[config.mk]
export PLATFORM = sky130hd
export DESIGN_NAME = root_feeder
export DESIGN_NICKNAME = d
export VERILOG_FILES = /design/src/rtl/root_pkg.sv /design/src/rtl/root_req_fifo.sv /design/src/rtl/root_feeder.sv
export SDC_FILE = /design/constraint.sdc
export NUM_CORES = 1
export LEC_CHECK = 0
export ABC_AREA = 1
export ABC_CLOCK_PERIOD_IN_PS = 2310
export BUFFER_PORTS_ARGS = -buffer_cell sky130_fd_sc_hd__buf_2
export CAP_MARGIN = 20
export CORE_ASPECT_RATIO = 1.25
export CORE_MARGIN = 8
export CORE_UTILIZATION = 40
export DETAILED_ROUTE_END_ITERATION = 16
export GPL_TIMING_DRIVEN = 0
export SYNTH_ARGS = -nofsm -noshare
export SYNTH_HDL_FRONTEND = slang
export SYNTH_SLANG_ARGS = --single-unit
export TNS_END_PERCENT = 1
[constraint.sdc]
create_clock -name clk -period 2.31 [get_ports clk]
set_input_delay 0.1155 -clock clk [delete_from_list [all_inputs] [get_ports clk]]
set_output_delay 0.1155 -clock clk [all_outputs]
set_load 0.02 [all_outputs]
[src/rtl/root_pkg.sv]
// Shared types and constants for the root-engine feeder: widths, FSM states, request record.
package root_pkg;

    localparam int BASE_W = 10;
    localparam int EXP_W  = 3;
    localparam int TAG_W  = 2;
    localparam int RES_W  = 20;
    localparam int CNT_W  = 10;

    localparam int DEF_FIFO_DEPTH = 4;
    localparam int DEF_TIMEOUT    = 1023;

    typedef enum logic [2:0] {
        IDLE,
        ISSUE,
        WAIT,
        DRAIN,
        HOLD
    } state_t;

    typedef struct packed {
        logic [TAG_W-1:0]  tag;
        logic [EXP_W-1:0]  exp;
        logic [BASE_W-1:0] base;
    } req_t;

endpackage

[src/rtl/root_req_fifo.sv]
// Synchronous request queue, zero-latency head read; simultaneous push/pop keeps occupancy.
// Pushes must be gated by !full and pops by !empty at the caller.
module root_req_fifo #(
    parameter int DEPTH = 4,
    parameter int WIDTH = 15
) (
    input  logic             clk,
    input  logic             rst_n,
    input  logic             push,
    input  logic [WIDTH-1:0] push_data,
    input  logic             pop,
    output logic [WIDTH-1:0] pop_data,
    output logic             full,
    output logic             empty
);

    localparam int AW = $clog2(DEPTH);
    localparam int CW = AW + 1;

    logic [WIDTH-1:0] mem [DEPTH];
    logic [AW-1:0]    wr_ptr;
    logic [AW-1:0]    rd_ptr;
    logic [CW-1:0]    count;

    assign full     = (count == CW'(DEPTH));
    assign empty    = (count == '0);
    assign pop_data = mem[rd_ptr];

    // Storage carries no reset; occupancy alone decides validity.
    always_ff @(posedge clk) begin
        if (push) begin
            mem[wr_ptr] <= push_data;
        end
    end

    always_ff @(posedge clk) begin
        if (!rst_n) begin
            wr_ptr <= '0;
            rd_ptr <= '0;
            count  <= '0;
        end else begin
            if (push) begin
                wr_ptr <= wr_ptr + AW'(1);
            end
            if (pop) begin
                rd_ptr <= rd_ptr + AW'(1);
            end
            case ({push, pop})
                2'b10:   count <= count + CW'(1);
                2'b01:   count <= count - CW'(1);
                default: count <= count;
            endcase
        end
    end

endmodule

[src/rtl/root_feeder.sv]
// Queues root requests and sequences them one at a time through the root engine; issue 1 cycle after pop, result 2 cycles after engine valid.
// req_ready drops when the queue is full; a held result blocks further issue until res_ready.
module root_feeder
    import root_pkg::*;
#(
    parameter int FIFO_DEPTH = DEF_FIFO_DEPTH,
    parameter int TIMEOUT    = DEF_TIMEOUT
) (
    input  logic              clk,
    input  logic              rst_n,
    input  logic              req_valid,
    output logic              req_ready,
    input  logic [BASE_W-1:0] req_base,
    input  logic [EXP_W-1:0]  req_exp,
    input  logic [TAG_W-1:0]  req_tag,
    output logic              eng_in_valid,
    output logic [BASE_W-1:0] eng_in_data_1,
    output logic [EXP_W-1:0]  eng_in_data_2,
    input  logic              eng_out_valid,
    input  logic [RES_W-1:0]  eng_out_data,
    output logic              res_valid,
    input  logic              res_ready,
    output logic [RES_W-1:0]  res_data,
    output logic [TAG_W-1:0]  res_tag,
    output logic              res_err
);

    localparam logic [CNT_W-1:0] WAIT_LAST = CNT_W'(TIMEOUT - 1);

    req_t              push_req;
    req_t              head;
    logic              push;
    logic              pop;
    logic              full;
    logic              empty;

    state_t            state,      state_nxt;
    logic [CNT_W-1:0]  wait_cnt,   wait_cnt_nxt;
    logic [BASE_W-1:0] op_base_nxt;
    logic [EXP_W-1:0]  op_exp_nxt;
    logic [RES_W-1:0]  res_data_nxt;
    logic [TAG_W-1:0]  res_tag_nxt;
    logic              res_err_nxt;

    assign req_ready = !full;
    assign push      = req_valid && !full;
    assign push_req  = '{tag: req_tag, exp: req_exp, base: req_base};

    root_req_fifo #(
        .DEPTH (FIFO_DEPTH),
        .WIDTH ($bits(req_t))
    ) u_fifo (
        .clk       (clk),
        .rst_n     (rst_n),
        .push      (push),
        .push_data (push_req),
        .pop       (pop),
        .pop_data  (head),
        .full      (full),
        .empty     (empty)
    );

    assign eng_in_valid = (state == ISSUE);
    assign res_valid    = (state == HOLD);

    always_ff @(posedge clk) begin
        if (!rst_n) begin
            state         <= IDLE;
            wait_cnt      <= '0;
            eng_in_data_1 <= '0;
            eng_in_data_2 <= '0;
            res_data      <= '0;
            res_tag       <= '0;
            res_err       <= 1'b0;
        end else begin
            state         <= state_nxt;
            wait_cnt      <= wait_cnt_nxt;
            eng_in_data_1 <= op_base_nxt;
            eng_in_data_2 <= op_exp_nxt;
            res_data      <= res_data_nxt;
            res_tag       <= res_tag_nxt;
            res_err       <= res_err_nxt;
        end
    end

    always_comb begin
        state_nxt    = state;
        wait_cnt_nxt = wait_cnt;
        op_base_nxt  = eng_in_data_1;
        op_exp_nxt   = eng_in_data_2;
        res_data_nxt = res_data;
        res_tag_nxt  = res_tag;
        res_err_nxt  = res_err;
        pop          = 1'b0;

        case (state)
            IDLE: begin
                if (!empty) begin
                    pop         = 1'b1;
                    res_tag_nxt = head.tag;
                    // A zeroth root is undefined: report it without bothering the engine.
                    if (head.exp == '0) begin
                        res_err_nxt  = 1'b1;
                        res_data_nxt = '0;
                        state_nxt    = HOLD;
                    end else begin
                        op_base_nxt = head.base;
                        op_exp_nxt  = head.exp;
                        state_nxt   = ISSUE;
                    end
                end
            end
            ISSUE: begin
                wait_cnt_nxt = '0;
                state_nxt    = WAIT;
            end
            WAIT: begin
                wait_cnt_nxt = wait_cnt + CNT_W'(1);
                if (eng_out_valid) begin
                    res_data_nxt = eng_out_data;
                    res_err_nxt  = 1'b0;
                    state_nxt    = DRAIN;
                end else if (wait_cnt == WAIT_LAST) begin
                    res_data_nxt = '0;
                    res_err_nxt  = 1'b1;
                    state_nxt    = DRAIN;
                end
            end
            DRAIN: begin
                // Engine may hold out_valid several cycles; let it fall before moving on.
                if (!eng_out_valid) begin
                    state_nxt = HOLD;
                end
            end
            HOLD: begin
                if (res_ready) begin
                    state_nxt = IDLE;
                end
            end
            default: begin
                state_nxt = IDLE;
            end
        endcase
    end

endmodule

=== Yosys cells after proc, flatten, opt, wreduce, memory -nomap -nowiden ===
Memory sizes are Yosys's and may differ from the RTL's. A register that Yosys moved wholly into a read port is not among the register bits.
Index checks and enable logic that the tools add are counted.
Widths: inputs -> output; s select.

* RAM bits: 60
* Memories kept: 1
* Input bits: 40
* Register bits after elaboration: 56
* Output and inout bits: 39

{| class="wikitable"
|+ Memory list
! name !! words !! bits a word !! rd ports !! clocked after Yosys merged registers in !! write ports !! line !! text
|-
| u_fifo.mem || 4 || 15 || 1 || 1 || 1 || root_req_fifo.sv:20 || <nowiki>logic [WIDTH-1:0] mem [DEPTH];</nowiki>
|}

* Equality and inequality tests: 13
* Multiplexer cells: 25
* Reduce and logical (&&, ||, !) cells: 12
* Bitwise gates (word level): 2
* Add/sub/neg operators: 5

{| class="wikitable"
|+ Operators by type and width
! operator !! count
|-
| $mux 20 || 4
|-
| $pmux 20 s2 || 1
|-
| $pmux 10 s2 || 1
|-
| $mux 3 || 6
|-
| $pmux 3 s5 || 1
|-
| $add 10x1->10 const B || 1
|-
| $eq 10x10->1 const B || 1
|-
| $logic_not 3->1 || 3
|-
| $mux 1 || 8
|-
| $reduce_and 4->1 || 2
|-
| $eq 3x2->1 const B || 2
|-
| $eq 3x3->1 const B || 2
|-
| $ne 2x2->1 const B || 3
|-
| $pmux 3 s2 || 1
|-
| $reduce_bool 2->1 || 3
|-
| $add 2x1->2 const B || 2
|-
| $mux 2 || 2
|-
| $add 3x1->3 const B || 1
|-
| $eq 3x1->1 const B || 1
|-
| $ne 3x3->1 const B || 1
|-
| $reduce_and 3->1 || 1
|-
| $sub 3x1->3 const B || 1
|-
| $eq 2x1->1 const B || 1
|-
| $eq 2x2->1 const B || 1
|-
| other kinds (6) || 7
|}

=== Logic depth before layout (Yosys ltp) ===
* Depth after elaboration: 5
* Gate-level depth with buffers: 12

=== Hierarchy ===
A second synthesis with hierarchy kept.

* Cells, all modules: 575
* Area total of the unflattened synthesis: 5215.0 µm²

{| class="wikitable"
|+ Modules (own cells, without submodules)
! module !! instances !! sequential area each (µm²) !! cells each !! area an instance (µm²)
|-
| root_req_fifo || 1 || 1981.9 || 202 || 2786.4
|-
| root_feeder || 1 || 980.9 || 373 || 2428.6
|}

=== Worst setup path before layout ===
OpenSTA, ideal clock, no wires.

* Path type: register -> register
* Start: reg state[0]
* End: reg u_fifo.count[2]
* Setup slack: 331 ps
* Cell stages (with the launch flop): 11
* Clock period less this slack: 1979 ps
* Arrival time: 1857 ps
* Setup time: 122 ps
* Cell sequence: dfxtp_1 -> nor3_2 -> nand2_1 -> clkinv_1 -> ha_1 -> inv_1 -> fa_1 -> a21oi_1 -> o21ai_0 -> o21ai_0 -> a21oi_1

* Word-level cells in the longest chain between the ends: 4
* Elaborated cells between the ends (all ways): 6

{| class="wikitable"
|+ Ends and longest elaborated chain
! element !! line !! text
|-
| start: declaration || root_feeder.sv:37 || <nowiki>state_t state, state_nxt;</nowiki>
|-
| start signal: assignment || root_feeder.sv:76 || <nowiki>state <= state_nxt;</nowiki>
|-
| $logic_not 3->1 (*) || root_feeder.sv:96 || <nowiki>case (state)</nowiki>
|-
| $mux 1 (*) || root_feeder.sv:96 ||
|-
| net pop || root_feeder.sv:33 || <nowiki>logic pop;</nowiki>
|-
| $eq 2x1->1 / $eq 2x2->1 (equally long branches) || root_req_fifo.sv:48 || <nowiki>case ({push, pop})</nowiki>
|-
| $pmux 3 s2 / $reduce_bool 2->1 (equally long branches) || n/a ||
|-
| end signal: assignment || root_req_fifo.sv:49 || <nowiki>2'b10: count <= count + CW'(1);</nowiki>
|-
| end signal: assignment || root_req_fifo.sv:50 || <nowiki>2'b01: count <= count - CW'(1);</nowiki>
|-
| end signal: assignment || root_req_fifo.sv:51 || <nowiki>default: count <= count;</nowiki>
|-
| end: declaration || root_req_fifo.sv:23 || <nowiki>logic [CW-1:0] count;</nowiki>
|}

Mark *: on every way through the listed nets, which the timed path passes. The rest lies on a longest branch.
A chain may end at the register's enable or synchronous reset.

=== Worst setup path in the final report ===
* Start: reg state[2]
* End: reg u_fifo.count[2]

The elaborated chain is that of the path after synthesis.

==> impl_metrics.json <==
{
  "clkLatencyLatePin_ns": 0.41,
  "cts.path.max_buffers": 2,
  "cts.clk_slew.worst_paths_ns": 0.05,
  "tightest_slew_ns": 0.911,
  "syn_avg_cell_area_um2": 9.22,
  "fin_crit_ns": 2.13,
  "wire_per_inst_um": 14.2,
  "clock.fmax_mhz": 469,
  "peakVddDrop_mv": 0.602,
  "dr.pass1.iters": 4,
  "total_power_uw": 8830,
  "clock_sinks": 118,
  "drc": 0,
  "viasPerCell": 4.85,
  "drive_above_1_share_pct": 21.9,
  "slew_viol_final": 0,
  "ant_nets": 0,
  "fin_skew_ns": 0.0164,
  "fp.dieH_um": 140,
  "gp_congestion": 0.764,
  "cts_tree": "done",
  "status": "complete, no violations",
  "core-area_mm2": 0.0120,
  "yosysSeqAreaShare_pct": 60.5,
  "area_growth_pct": 28.9,
  "dieWidth_um": 115,
  "synth.cell_area_mm2": 0.00490,
  "clock-root-buffer": "clkbuf_16",
  "final.period_utilization_pct": 92.2,
  "p_leak_uw": 0.00261,
  "path_class": "reg -> reg",
  "layout.nets": 694,
  "numPortBuffers": 77,
  "synth_cell_types": 33,
  "drtIter0Drc": 332,
  "synth_area_leader_cell": "edfxtp_1",
  "vias": 3988,
  "antenna_found_initial": 0,
  "grt_usage_pct": 14.9,
  "grt_max_degree": 17,
  "overflow": 0,
  "syn_inst": 531,
  "critPathCaptureType": "flop",
  "initial_core_util_pct": 40.6,
  "syn_nets": 579,
  "num_rows": 45,
  "worstPathRequired_ns": 2.60,
  "cts_buffers": 17,
  "cts-htree-levels": 4,
  "grt_pass1_wl_um": 18900,
  "finalHoldViolCount": 0,
  "relSlewSlack_pct": 39.2,
  "utilization_pct": 52.4,
  "synth_edf_count": 60,
  "setup_viol": 0,
  "power_density_mw_per_mm2": 1400,
  "yosysTopAreaCellShare_pct": 36.8,
  "maxCapViolCount": 0,
  "dpl.hpwl_um": 8190,
  "num_antenna_cells": 0,
  "synth_ff_type": "edfxtp_1",
  "fillers": 1103,
  "ys_seq_elements": 118,
  "synthesis.yosys.warnings": 0,
  "worst_setup_path_start_kind": "flop",
  "synth-async-reset-ratio_pct": 0,
  "crit_arrival_ns": 2.42,
  "first_global_vias": 3907,
  "grt_setup_unrepaired": "no",
  "worst-path-max-fanout": 9,
  "synthTopCellsByArea": "edfxtp_1, dfxtp_1, nand2_1",
  "die_area_mm2": 0.0161,
  "setup_tns_ns": 0,
  "wirelength_um": 11700,
  "hold_path.class": "in -> reg",
  "top_level_ports": 79
}
worst max-delay path: stages, from the launching register on:
cell and delay (ns):
dfxtp_1 0.35, nor3_4 0.24, nand2_1 0.13, clkinvlp_4 0.18
ha_1 0.16, inv_1 0.07, fa_1 0.40, a21oi_1 0.16
o21ai_0 0.12, o21ai_0 0.15, a21oi_1 0.05
cell type report:
| type | instances | area, um^2 | area share, % |
|---|---|---|---|
| timing repair buffer | 96 | 576 | 9.12 |
| tap | 164 | 205 | 3.25 |
| multi-input combinational | 348 | 1690 | 26.7 |
| clock inverter | 13 | 171 | 2.72 |
| clock buffer | 19 | 433 | 6.86 |
| sequential | 118 | 2960 | 46.9 |
| buffer | 25 | 125 | 1.98 |
| inverter | 40 | 154 | 2.44 |
flip-flops by register name (all words and copies together) (netlist names), named ones only:
name / flops
eng_in_data_2: 3
wait_cnt: 10
eng_in_data_1: 10
u_fifo.rd_ptr: 2
u_fifo.count: 3
u_fifo.wr_ptr: 2
u_fifo.mem: 60
res_data: 20
state: 3
res_tag: 2
res_err: 1
synth_stat cells (3+ instances only):
| library cell | instances |
|---|---|
| buf_2 | 7 |
| inv_2 | 5 |
| inv_1 | 34 |
| nor3_1 | 6 |
| a211oi_1 | 3 |
| nand2_1 | 111 |
| nand3_1 | 29 |
| nor2_1 | 79 |
| a21oi_1 | 46 |
| clkbuf_1 | 13 |
| o22ai_1 | 11 |
| edfxtp_1 | 60 |
| dfxtp_1 | 58 |
| o21ai_0 | 35 |
| ha_1 | 7 |
| nor2_2 | 3 |
cell families (layout without fill, tap and decap cells):
| family | Yosys count | after routing | share of synthesized area [%] |
|---|---|---|---|
| and+or+nand+nor | 240 | 240 | 20.6 |
| adders and majority gates | 8 | 8 | 2.20 |
| DFF | 118 | 118 | 60.5 |
| AOI/OAI and AO/OA | 100 | 100 | 11.1 |
| buffers and inverters | 65 | 193 | 5.62 |
final timing paths:
kind | endpoint | start | cells after the start | slack (ns)
max reg2reg | u_fifo.count[2]$_SDFFE_PN0P_ | state[2]$_SDFFE_PN0P_ | 10 | 0.18
min reg2reg | res_err$_SDFFE_PN0P_ | res_err$_SDFFE_PN0P_ | 2 | 0.45
max | u_fifo.count[2]$_SDFFE_PN0P_ | state[2]$_SDFFE_PN0P_ | 10 | 0.18
min | res_data[10]$_SDFFE_PN0P_ | eng_out_data[10] | 5 | 0.05
report_power, final:
group / internal [uW] / switching, uW / total [uW]
Clock: 1710 / 945 / 2650
Sequential: 2660 / 252 / 2910
Combinational: 1090 / 2170 / 3260
Total: 5460 / 3370 / 8830
what timing repair did:
action,4_1_cts,5_1_grt
gates resized for setup,2,2
hold buffers,16,0
setup buffers,0,2
cloned,0,0
hold endpoints to repair,61,0
setup endpoints to repair,2,2
pin swaps,0,1
cells in the final DEF, fill, tap and decap left out, types with 2 or more instances in the layout:
master,n
inv_6,3
nand2_2,2
nor3_1,5
nand2_1,111
o22ai_1,11
buf_2,84
clkinvlp_4,3
buf_6,2
clkinv_4,4
inv_1,34
dlygate4sd3_1,16
nor3b_1,2
bufinv_16,3
nor2_2,7
edfxtp_1,60
buf_4,4
dfxtp_1,58
nand3_1,29
nor3_4,2
a21oi_1,46
clkbuf_16,17
ha_1,7
nor2_1,75
o21ai_0,35
inv_2,5
a211oi_1,3
a31oi_1,2
clkbuf_1,15
nand2_4,2
layer usage:
metal	global-route usage [%]	up-vias	wire length (um)
li1	-	2021	-
met1	16.2	1845	4940
met2	25.6	114	5800
met3	5.19	8	790
met4	6.31	0	144
met5	0	-	0
through the flow:
step / hold slack (ns) / setup slack [ns] / cells / instance area, um^2
2_1_floorplan: 0.214 / 0.331 / 531 / 4900
3_3_place_gp: 0.323 / -0.0522 / 772 / 5490
3_5_place_dp: 0.330 / -0.0898 / 773 / 5510
4_1_cts: 0.0337 / 0.0776 / 821 / 6290
5_1_grt: 0.0553 / 0.0629 / 823 / 6310
6_report: 0.0496 / 0.179 / 823 / 6310
No activity file was read; power rests on OpenSTA's default activity.
